[src/rtl/loader_pkg.sv]
// Shared types and constants for the program loader.
//   loader_state_t : loader FSM state encoding
//   LEN_BYTES      : bytes in the big-endian length header
//   BYTES_PER_WORD : payload bytes packed into each memory word
//   header_ok()    : validates the header word count against the memory window
// Optional feature macro: PROGRAM_LOADER_CHECKSUM_EN adds the S_CHK state.
package loader_pkg;

  localparam int unsigned LEN_BYTES      = 2;
  localparam int unsigned BYTES_PER_WORD = 4;
  localparam int unsigned BYTE_W         = 8;
  localparam int unsigned WORD_W         = BYTES_PER_WORD * BYTE_W;
  localparam int unsigned LEN_W          = LEN_BYTES * BYTE_W;

  typedef enum logic [2:0] {
    S_LEN_HI = 3'd0,
    S_LEN_LO = 3'd1,
    S_DATA   = 3'd2,
`ifdef PROGRAM_LOADER_CHECKSUM_EN
    S_CHK    = 3'd3,
`endif
    S_DONE   = 3'd4,
    S_ERROR  = 3'd5
  } loader_state_t;

  // Non-zero, within MAX_WORDS, and the image must not run past the top of memory.
  function automatic logic header_ok(input logic [LEN_W-1:0] n,
                                     input int unsigned      base,
                                     input int unsigned      addr_w,
                                     input int unsigned      max_words);
    longint unsigned limit;
    longint unsigned last;
    limit = 64'(1) << addr_w;
    last  = 64'(base) + 64'(n);
    return (n != '0) && (32'(n) <= max_words) && (last <= limit);
  endfunction

endpackage

[src/rtl/program_loader_word_packer.sv]
// word_packer: collects bytes MSB-first into 32-bit words.
//   clk, rst_n  : clock, async active-low reset
//   clear       : drop any partial word
//   byte_valid  : byte_data is consumed this cycle
//   byte_data   : incoming byte
//   word_valid  : combinational; the current byte completes a word
//   word_data   : combinational; completed word (valid with word_valid)
module word_packer
  import loader_pkg::*;
(
  input  logic              clk,
  input  logic              rst_n,
  input  logic              clear,
  input  logic              byte_valid,
  input  logic [BYTE_W-1:0] byte_data,
  output logic              word_valid,
  output logic [WORD_W-1:0] word_data
);

  localparam int unsigned SHIFT_W = WORD_W - BYTE_W;

  logic [1:0]         cnt;
  logic [SHIFT_W-1:0] shift;

  // The fourth byte is merged combinationally so the top can register the word on that same edge.
  assign word_valid = byte_valid && (cnt == 2'(BYTES_PER_WORD - 1));
  assign word_data  = {shift, byte_data};

  // Byte counter and shift register of the first three bytes.
  always_ff @(posedge clk or negedge rst_n) begin
    if (!rst_n) begin
      cnt   <= '0;
      shift <= '0;
    end else if (clear) begin
      cnt   <= '0;
      shift <= '0;
    end else if (byte_valid) begin
      cnt   <= cnt + 2'd1;
      shift <= {shift[SHIFT_W-BYTE_W-1:0], byte_data};
    end
  end

endmodule

[src/rtl/program_loader.sv]
// program_loader: receives a length-prefixed byte image, packs it into
// big-endian words, writes them to CPU memory and then releases the CPU.
//   clk, rst_n          : clock, async active-low reset
//   in_data/valid/ready : byte stream handshake
//   restart             : pulse in DONE/ERROR to begin another load
//   mem_we/addr/wdata   : memory write port, one strobe per word
//   cpu_run             : CPU may execute
//   busy                : load in progress
//   error               : load rejected (sticky until restart/reset)
//   words_loaded        : words written in this load
// Optional feature macro: PROGRAM_LOADER_CHECKSUM_EN (trailing XOR checksum byte).
module program_loader
  import loader_pkg::*;
#(
  parameter int unsigned ADDR_W    = 10,
  parameter int unsigned BASE_ADDR = 0,
  parameter int unsigned MAX_WORDS = 1024
) (
  input  logic              clk,
  input  logic              rst_n,
  input  logic [7:0]        in_data,
  input  logic              in_valid,
  output logic              in_ready,
  input  logic              restart,
  output logic              mem_we,
  output logic [ADDR_W-1:0] mem_addr,
  output logic [31:0]       mem_wdata,
  output logic              cpu_run,
  output logic              busy,
  output logic              error,
  output logic [ADDR_W:0]   words_loaded
);

  localparam int unsigned CNT_W = ADDR_W + 1;

  loader_state_t     state, state_nxt;
  logic              accept;
  logic              restart_go;
  logic              pack_en;
  logic              word_valid;
  logic [WORD_W-1:0] word_data;
  logic              last_word;
  logic [7:0]        len_hi;
  logic [LEN_W-1:0]  hdr_n;
  logic              hdr_ok;
  logic [CNT_W-1:0]  n_words;
  logic              in_ready_d;
  logic              error_d;
  logic              cpu_run_d;
`ifdef PROGRAM_LOADER_CHECKSUM_EN
  logic [7:0]        csum;
`endif

  assign accept     = in_valid && in_ready;
  assign restart_go = restart && ((state == S_DONE) || (state == S_ERROR));
  assign pack_en    = accept && (state == S_DATA);
  assign hdr_n      = {len_hi, in_data};
  assign hdr_ok     = header_ok(hdr_n, BASE_ADDR, ADDR_W, MAX_WORDS);
  assign last_word  = word_valid && (CNT_W'(words_loaded + CNT_W'(1)) == n_words);

  word_packer u_packer (
    .clk        (clk),
    .rst_n      (rst_n),
    .clear      (restart_go),
    .byte_valid (pack_en),
    .byte_data  (in_data),
    .word_valid (word_valid),
    .word_data  (word_data)
  );

  // State register.
  always_ff @(posedge clk or negedge rst_n) begin
    if (!rst_n) state <= S_LEN_HI;
    else        state <= state_nxt;
  end

  // Next state and next values of the registered status outputs.
  always_comb begin
    state_nxt  = state;
    in_ready_d = 1'b0;
    error_d    = 1'b0;
    cpu_run_d  = 1'b0;
    case (state)
      S_LEN_HI: if (accept) state_nxt = S_LEN_LO;
      S_LEN_LO: if (accept) state_nxt = hdr_ok ? S_DATA : S_ERROR;
      S_DATA: begin
        if (last_word) begin
`ifdef PROGRAM_LOADER_CHECKSUM_EN
          state_nxt = S_CHK;
`else
          state_nxt = S_DONE;
`endif
        end
      end
`ifdef PROGRAM_LOADER_CHECKSUM_EN
      S_CHK: if (accept) state_nxt = (in_data == csum) ? S_DONE : S_ERROR;
`endif
      S_DONE:  if (restart) state_nxt = S_LEN_HI;
      S_ERROR: if (restart) state_nxt = S_LEN_HI;
      default: state_nxt = S_LEN_HI;
    endcase

    case (state_nxt)
      S_LEN_HI, S_LEN_LO, S_DATA: in_ready_d = 1'b1;
`ifdef PROGRAM_LOADER_CHECKSUM_EN
      S_CHK:                      in_ready_d = 1'b1;
`endif
      default:                    in_ready_d = 1'b0;
    endcase

    error_d   = (state_nxt == S_ERROR);
    // Run is held back one cycle so it follows the final memory write.
    cpu_run_d = (state == S_DONE) && (state_nxt == S_DONE);
  end

  // Registered status outputs.
  always_ff @(posedge clk or negedge rst_n) begin
    if (!rst_n) begin
      in_ready <= 1'b1;
      busy     <= 1'b1;
      cpu_run  <= 1'b0;
      error    <= 1'b0;
    end else begin
      in_ready <= in_ready_d;
      busy     <= !(error_d || cpu_run_d);
      cpu_run  <= cpu_run_d;
      error    <= error_d;
    end
  end

  // Header capture, memory write port and word counter.
  always_ff @(posedge clk or negedge rst_n) begin
    if (!rst_n) begin
      len_hi       <= '0;
      n_words      <= '0;
      mem_we       <= 1'b0;
      mem_addr     <= ADDR_W'(BASE_ADDR);
      mem_wdata    <= '0;
      words_loaded <= '0;
    end else begin
      mem_we <= word_valid;
      if (accept && (state == S_LEN_HI)) len_hi <= in_data;
      if (accept && (state == S_LEN_LO)) n_words <= CNT_W'(hdr_n);
      if (word_valid) begin
        mem_addr     <= ADDR_W'(BASE_ADDR) + words_loaded[ADDR_W-1:0];
        mem_wdata    <= word_data;
        words_loaded <= words_loaded + CNT_W'(1);
      end
      if (restart_go) begin
        mem_addr     <= ADDR_W'(BASE_ADDR);
        words_loaded <= '0;
      end
    end
  end

`ifdef PROGRAM_LOADER_CHECKSUM_EN
  // Running XOR of payload bytes, restarted at each header.
  always_ff @(posedge clk or negedge rst_n) begin
    if (!rst_n)                             csum <= '0;
    else if (accept && (state == S_LEN_LO)) csum <= '0;
    else if (pack_en)                       csum <= csum ^ in_data;
  end
`endif

endmodule

[config.mk]
export PLATFORM = sky130hd
export DESIGN_NAME = program_loader
export DESIGN_NICKNAME = d
export VERILOG_FILES = /design/src/rtl/loader_pkg.sv /design/src/rtl/program_loader_word_packer.sv /design/src/rtl/program_loader.sv
export SDC_FILE = /design/constraint.sdc
export NUM_CORES = 1
export LEC_CHECK = 0
export ABC_CLOCK_PERIOD_IN_PS = 2420
export CAP_MARGIN = 20
export CORE_MARGIN = 2
export CORE_UTILIZATION = 54
export DETAILED_ROUTE_END_ITERATION = 8
export PLACE_DENSITY = 0.81
export SLEW_MARGIN = 30
export SYNTH_ARGS = -nofsm -noshare
export SYNTH_HDL_FRONTEND = slang
export SYNTH_SLANG_ARGS = --single-unit
[constraint.sdc]
create_clock -name clk -period 2.42 [get_ports clk]
set_clock_uncertainty 0.15 [all_clocks]
set_input_delay 0.242 -clock clk [delete_from_list [all_inputs] [get_ports clk]]
set_output_delay 0.242 -clock clk [all_outputs]
set_load 0.05 [all_outputs]
After elaboration in Yosys (flattened, before gate mapping)
Cells that the tools add are included.

word-level totals
  register bits = 106
  output and inout port bits = 58
  word-level logic and storage cells = 62
  bits of input ports = 12

operators by class
  add/subtract/negate cells = 2
  mux-type cells = 15
  reduce and logical (&&, ||, !) cells = 20
  eq/ne operators = 10
  $lt $le $gt $ge = 2

operators by type and width
  kind                                                              count
  two-way mux 24 bit                                                2
  less-or-equal comparator 16 x 11 -> 1 bit, second input constant  2
  two-way mux 11 bit                                                2
  two-way mux 10 bit                                                2
  nonzero test 16 bit                                               1
  two-way mux 3 bit                                                 5
  equality test 3 bit, second input constant                        4
  one-hot mux 3 bit (4 select lines)                                1
  adder 11 x 1 -> 11 bit, second input constant                     1
  equality test 11 bit                                              1
  logical AND 1 bit                                                 10
  equality test 3 x 1 -> 1 bit, second input constant               2
  equality test 3 x 2 -> 1 bit, second input constant               2
  zero test 3 bit                                                   2
  two-way mux 2 bit                                                 2
  nonzero test 2 bit                                                2
  OR reduction 3 bit                                                1
  adder 2 x 1 -> 2 bit, second input constant                       1
  equality test 2 bit, second input constant                        1
  logical OR 1 bit                                                  2
  OR reduction 2 bit                                                1
  zero test 1 bit                                                   1
  two-way mux 1 bit                                                 1

Depth between registers and ports, before layout
  depth after elaboration = 10
  mapped depth = 8
  depth with buffers taken out = 7

Modules after synthesis
A second synthesis with hierarchy kept.

second synthesis, totals
  cells, all modules = 369
  area, all modules = 4672.0 µm²

modules (own cells, without submodules)
  module          times used  cells each  area an instance (µm²)  seq. area each (µm²)
  program_loader  1           275         3518.4                  2004.4
  word_packer     1           94          1153.6                  650.6

Least setup slack after synthesis
No wires, ideal clock.

  path type = flip-flop to flip-flop
  start = reg words_loaded[0]
  end = reg state[1]
  setup slack = 0.131 ns
  path buffers = 1
  arrival = 2.013 ns
  cell stages (with the launch flop) = 8
  clock period less this slack = 2.289 ns
  setup time = 0.125 ns
  data required time = 2.145 ns
  cell sequence = dfrtp_1 ha_1 clkbuf_8 xnor2_1 or3_1 a21o_1 nor4_4 o21ai_1

on the way
  word-level cells in the longest chain between the ends = 5

ends and longest elaborated chain
  what                                RTL line               text
  start: declaration                  program_loader.sv:31   output logic [ADDR_W:0] words_loaded
  start signal: assignment            program_loader.sv:147  words_loaded <= words_loaded + CNT_W'(1);
  adder 11 x 1 -> 11 bit              program_loader.sv:59   assign last_word = word_valid && (CNT_W'(words_loaded + CNT_W'(1)) == n_words);
  equality test 11 bit                program_loader.sv:59
  logical AND 1 bit                   program_loader.sv:59
  two-way mux 3 bit                   program_loader.sv:87   if (last_word) begin
  one-hot mux 3 bit (4 select lines)  program_loader.sv:83   case (state)
  named net state_nxt[1]              program_loader.sv:36   loader_state_t state, state_nxt;
  end signal: assignment              program_loader.sv:74   else state <= state_nxt;
  end: declaration                    program_loader.sv:36

The timed path passes the listed nets, and every way through them passes these cells.
A chain may end at the register's enable or synchronous reset.

Worst setup path in the final report
  start = reg words_loaded[3]
  end = out words_loaded[3]

No word-level cell between the ends.

==> impl_metrics.yaml <==
run_status:
  status: "finished, final reports clean"
place:
  portBuffers: 69
  dpl-instance-area_sq_um: 5410
  hpwl_um: 7030
  place.gp.congestion: 0.865
layout:
  final_nets: 565
  syn_to_final_growth_pct: 23.3
  antenna_cells: 0
  final_common_cell: "nand2_1"
  fill_cells: 634
  drive_gt1_frac: 0.112
  multi_input_area_sq_um: 1780
  final_cell_area_sq_um: 5620
  ff_latch_area_sq_um: 2660
  final_cell_mix: "nand2_1 (181), dfrtp_1 (104), clkdlybuf4s50_1 (68)"
power:
  ir_worst_vdd_mv: 0.722
  powerDensity_nw_per_um2: 1060
  leakagePower_nw: 2.75
  power.total_mw: 5.95
timing:
  final_max_slew_viol_count: 0
  finalSetupViolations: 0
  hold_violations: 0
  period_minus_slack_ps: 2250
  slew_headroom: 0.578
  fin_crit_sh: 0.931
  worstMarginPinSlew_ps: 630
  clock.fmax_mhz: 444
  setup-tns-final_ps: 0
  grt_setup_unrepaired: "no"
floorplan:
  placementRows: 33
  core-area_sq_um: 8220
  die_h_um: 95.9
  die_width_um: 95.9
  start_util: 0.555
  pin_count: 70
  dieArea_sq_um: 9190
critical_path:
  cpMaxStageDelayCell: "clkdlybuf4s50_1"
  cp_slowest_stage_delay_ps: 800
  worstPathArrival_ps: 1860
  worstSetupStartpointType: "register"
  path_max_fanout: 5
  crit_buf_inv: 2
  critical_path_class: "register to output port"
  rrSetupSlack_ps: 300
  crit_path_end_kind: "output port"
  worstSetupPathDepth: 2
  rr_startpoint: "words_loaded[1]$_DFFE_PN0P_"
  cp_cell_sequence: "buf_4, clkdlybuf4s50_1"
  cp.required_ps: 2030
  crit_family: "buffers and inverters"
  crit_start: "words_loaded[3]$_DFFE_PN0P_"
  worstRegToRegCells: 7
grt:
  grt_util_all_layers: 0.241
  grt_first_pass_wirelength_um: 16900
  grt_pass1_vias: 3333
  grt_max_degree: 65
  grt_antenna_before_repair: 0
  grt-ovfl-total: 0
yosys:
  synthCells: 476
  yosys_warnings: 0
  async_reset_ff_frac: 1.00
  synth_cell_type_count: 45
  synth.avg_cell_area_sq_um: 9.58
  synth-simple-area-share: 0.254
  ys_ff_latch: 106
  synth_edf_count: 0
  synthMuxAreaShare: 0.0469
  synth-compound-area-share: 0.0472
  synth-xor-area-share: 0.0362
  synth-seq-area-share: 0.582
  synthesis.area_sq_um: 4560
  synth_top_family_by_area: "simple AND/OR/NAND/NOR gates"
  synthAdderAreaFrac: 0.00549
  synth_ff_type: "dfrtp_1"
  synth_nets: 490
drt:
  wl_per_cell_um: 15.6
  met3_wirelength_um: 490
  first_iter_violations: 286
  top_layer_used: "met4"
  final_antenna_net_count: 0
  drc: 0
  wl_met2_um: 4720
  wl_met1_um: 4950
  drt-pass1-iter-count: 7
  vias: 3594
  drt_wl_total_um: 10300
  vias_per_cell: 5.44
clock_network:
  numCtsBuffers: 9
  insertion_delay_ps: 360
  clk_path_buf_depth: 2
  clock_sinks: 106
  root_buffer: "clkbuf_8"
  htreeDepth: 3
  cts_setup_buffers: 0
  cts_tree: "built"
  clk_pin_slew_ps: 90
run:
  max-cap-violations: 0
worst_hold_path:
  holdCritPathClass: "input pin to asynchronous set/reset pin"
[final timing paths]
| path | to |
|---|---|
| max | words_loaded[3] |
| min | mem_wdata[11]$_DFFE_PN0P_ |
| max reg2reg | state[1]$_DFF_PN0_ |
| min reg2reg | mem_wdata[29]$_DFFE_PN0P_ |
| max in group asynchronous | busy$_DFF_PN1_ |
| min in group clk | mem_wdata[29]$_DFFE_PN0P_ |
[logic make-up after synthesis]
kind of cell               count (synthesis)
xor gates and xnor gates                  18
buffers and inverters                     28
AOI/OAI and AO/OA                         36
DFF                                      106
adders and majority gates                  2
muxes                                     19
and+or+nand+nor                          267
[layer usage]
layer  vias to the layer above  track usage
li1                       1716            -
met1                      1736        0.387
met2                       129        0.335
met3                        13       0.0305
met4                         0       0.0893
met5                         -            0
[sequential cells by signal, indices dropped and copies added, names as in the netlist]
register        cells
in_ready            1
mem_addr           10
n_words            11
state               3
cpu_run             1
busy                1
mem_we              1
words_loaded       11
u_packer.cnt        2
error               1
mem_wdata          32
u_packer.shift     24
len_hi              8
[per-stage QoR]
stage	instances	utilization	hold slack [ps]	worst slack (ps)
after floorplan	476	-	-204	131
after global placement	644	0.659	-28.4	306
after detailed placement	644	0.659	-26.4	164
after CTS	661	0.684	124	177
after global routing	661	0.684	167	132
final	661	0.684	127	168
[power breakdown]
group          switching, mW  leakage [nW]  internal [mW]
combinational           1.46          1.24          0.868
clock                  0.574         0.103          0.504
sequential             0.321          1.40           2.23
[Yosys cell counts, types with 2 or more instances]
library cell | n | share of area
nand3_1 | 42 | 0.046
nand4_1 | 4 | 0.0055
buf_2 | 3 | 0.0033
o21ai_1 | 3 | 0.0033
nor3b_1 | 2 | 0.0033
nor4_1 | 2 | 0.0027
dfstp_2 | 2 | 0.012
nor3_1 | 3 | 0.0033
a21oi_1 | 9 | 0.0099
ha_1 | 2 | 0.0055
xor2_1 | 6 | 0.012
o22ai_1 | 3 | 0.0041
inv_1 | 3 | 0.0025
nand2b_1 | 2 | 0.0027
o21ai_0 | 13 | 0.014
mux2_2 | 19 | 0.047
nor2_1 | 15 | 0.012
dfrtp_1 | 104 | 0.57
nor2b_1 | 3 | 0.0041
xnor2_1 | 11 | 0.021
nand2_1 | 181 | 0.15
o31ai_1 | 2 | 0.0033
and3_1 | 3 | 0.0041
clkbuf_1 | 18 | 0.015
[worst reg2reg max path, stage by stage (launching register included)]
cell	delay, ps
dfrtp_1	460
ha_2	350
nand3_1	130
nor3_1	300
xnor2_1	170
nand4_1	150
nor4_4	220
o21ai_1	90
[final cells by class]
| cell class | count | area share |
|---|---|---|
| clock buffer | 11 | 0.0252 |
| sequential | 106 | 0.472 |
| tap | 105 | 0.0234 |
| timing repair buffer | 88 | 0.150 |
| clock inverter | 5 | 0.00957 |
| inverter | 4 | 0.00267 |
| multi-input combinational | 342 | 0.316 |
[repair_timing]
item	4_1_cts	5_1_grt
endpoints found under the hold margin	104	0
hold buffers	1	0
resized for setup	0	1
setup endpoints to repair	0	2
Note: power is estimated with default switching activity, not from simulation.
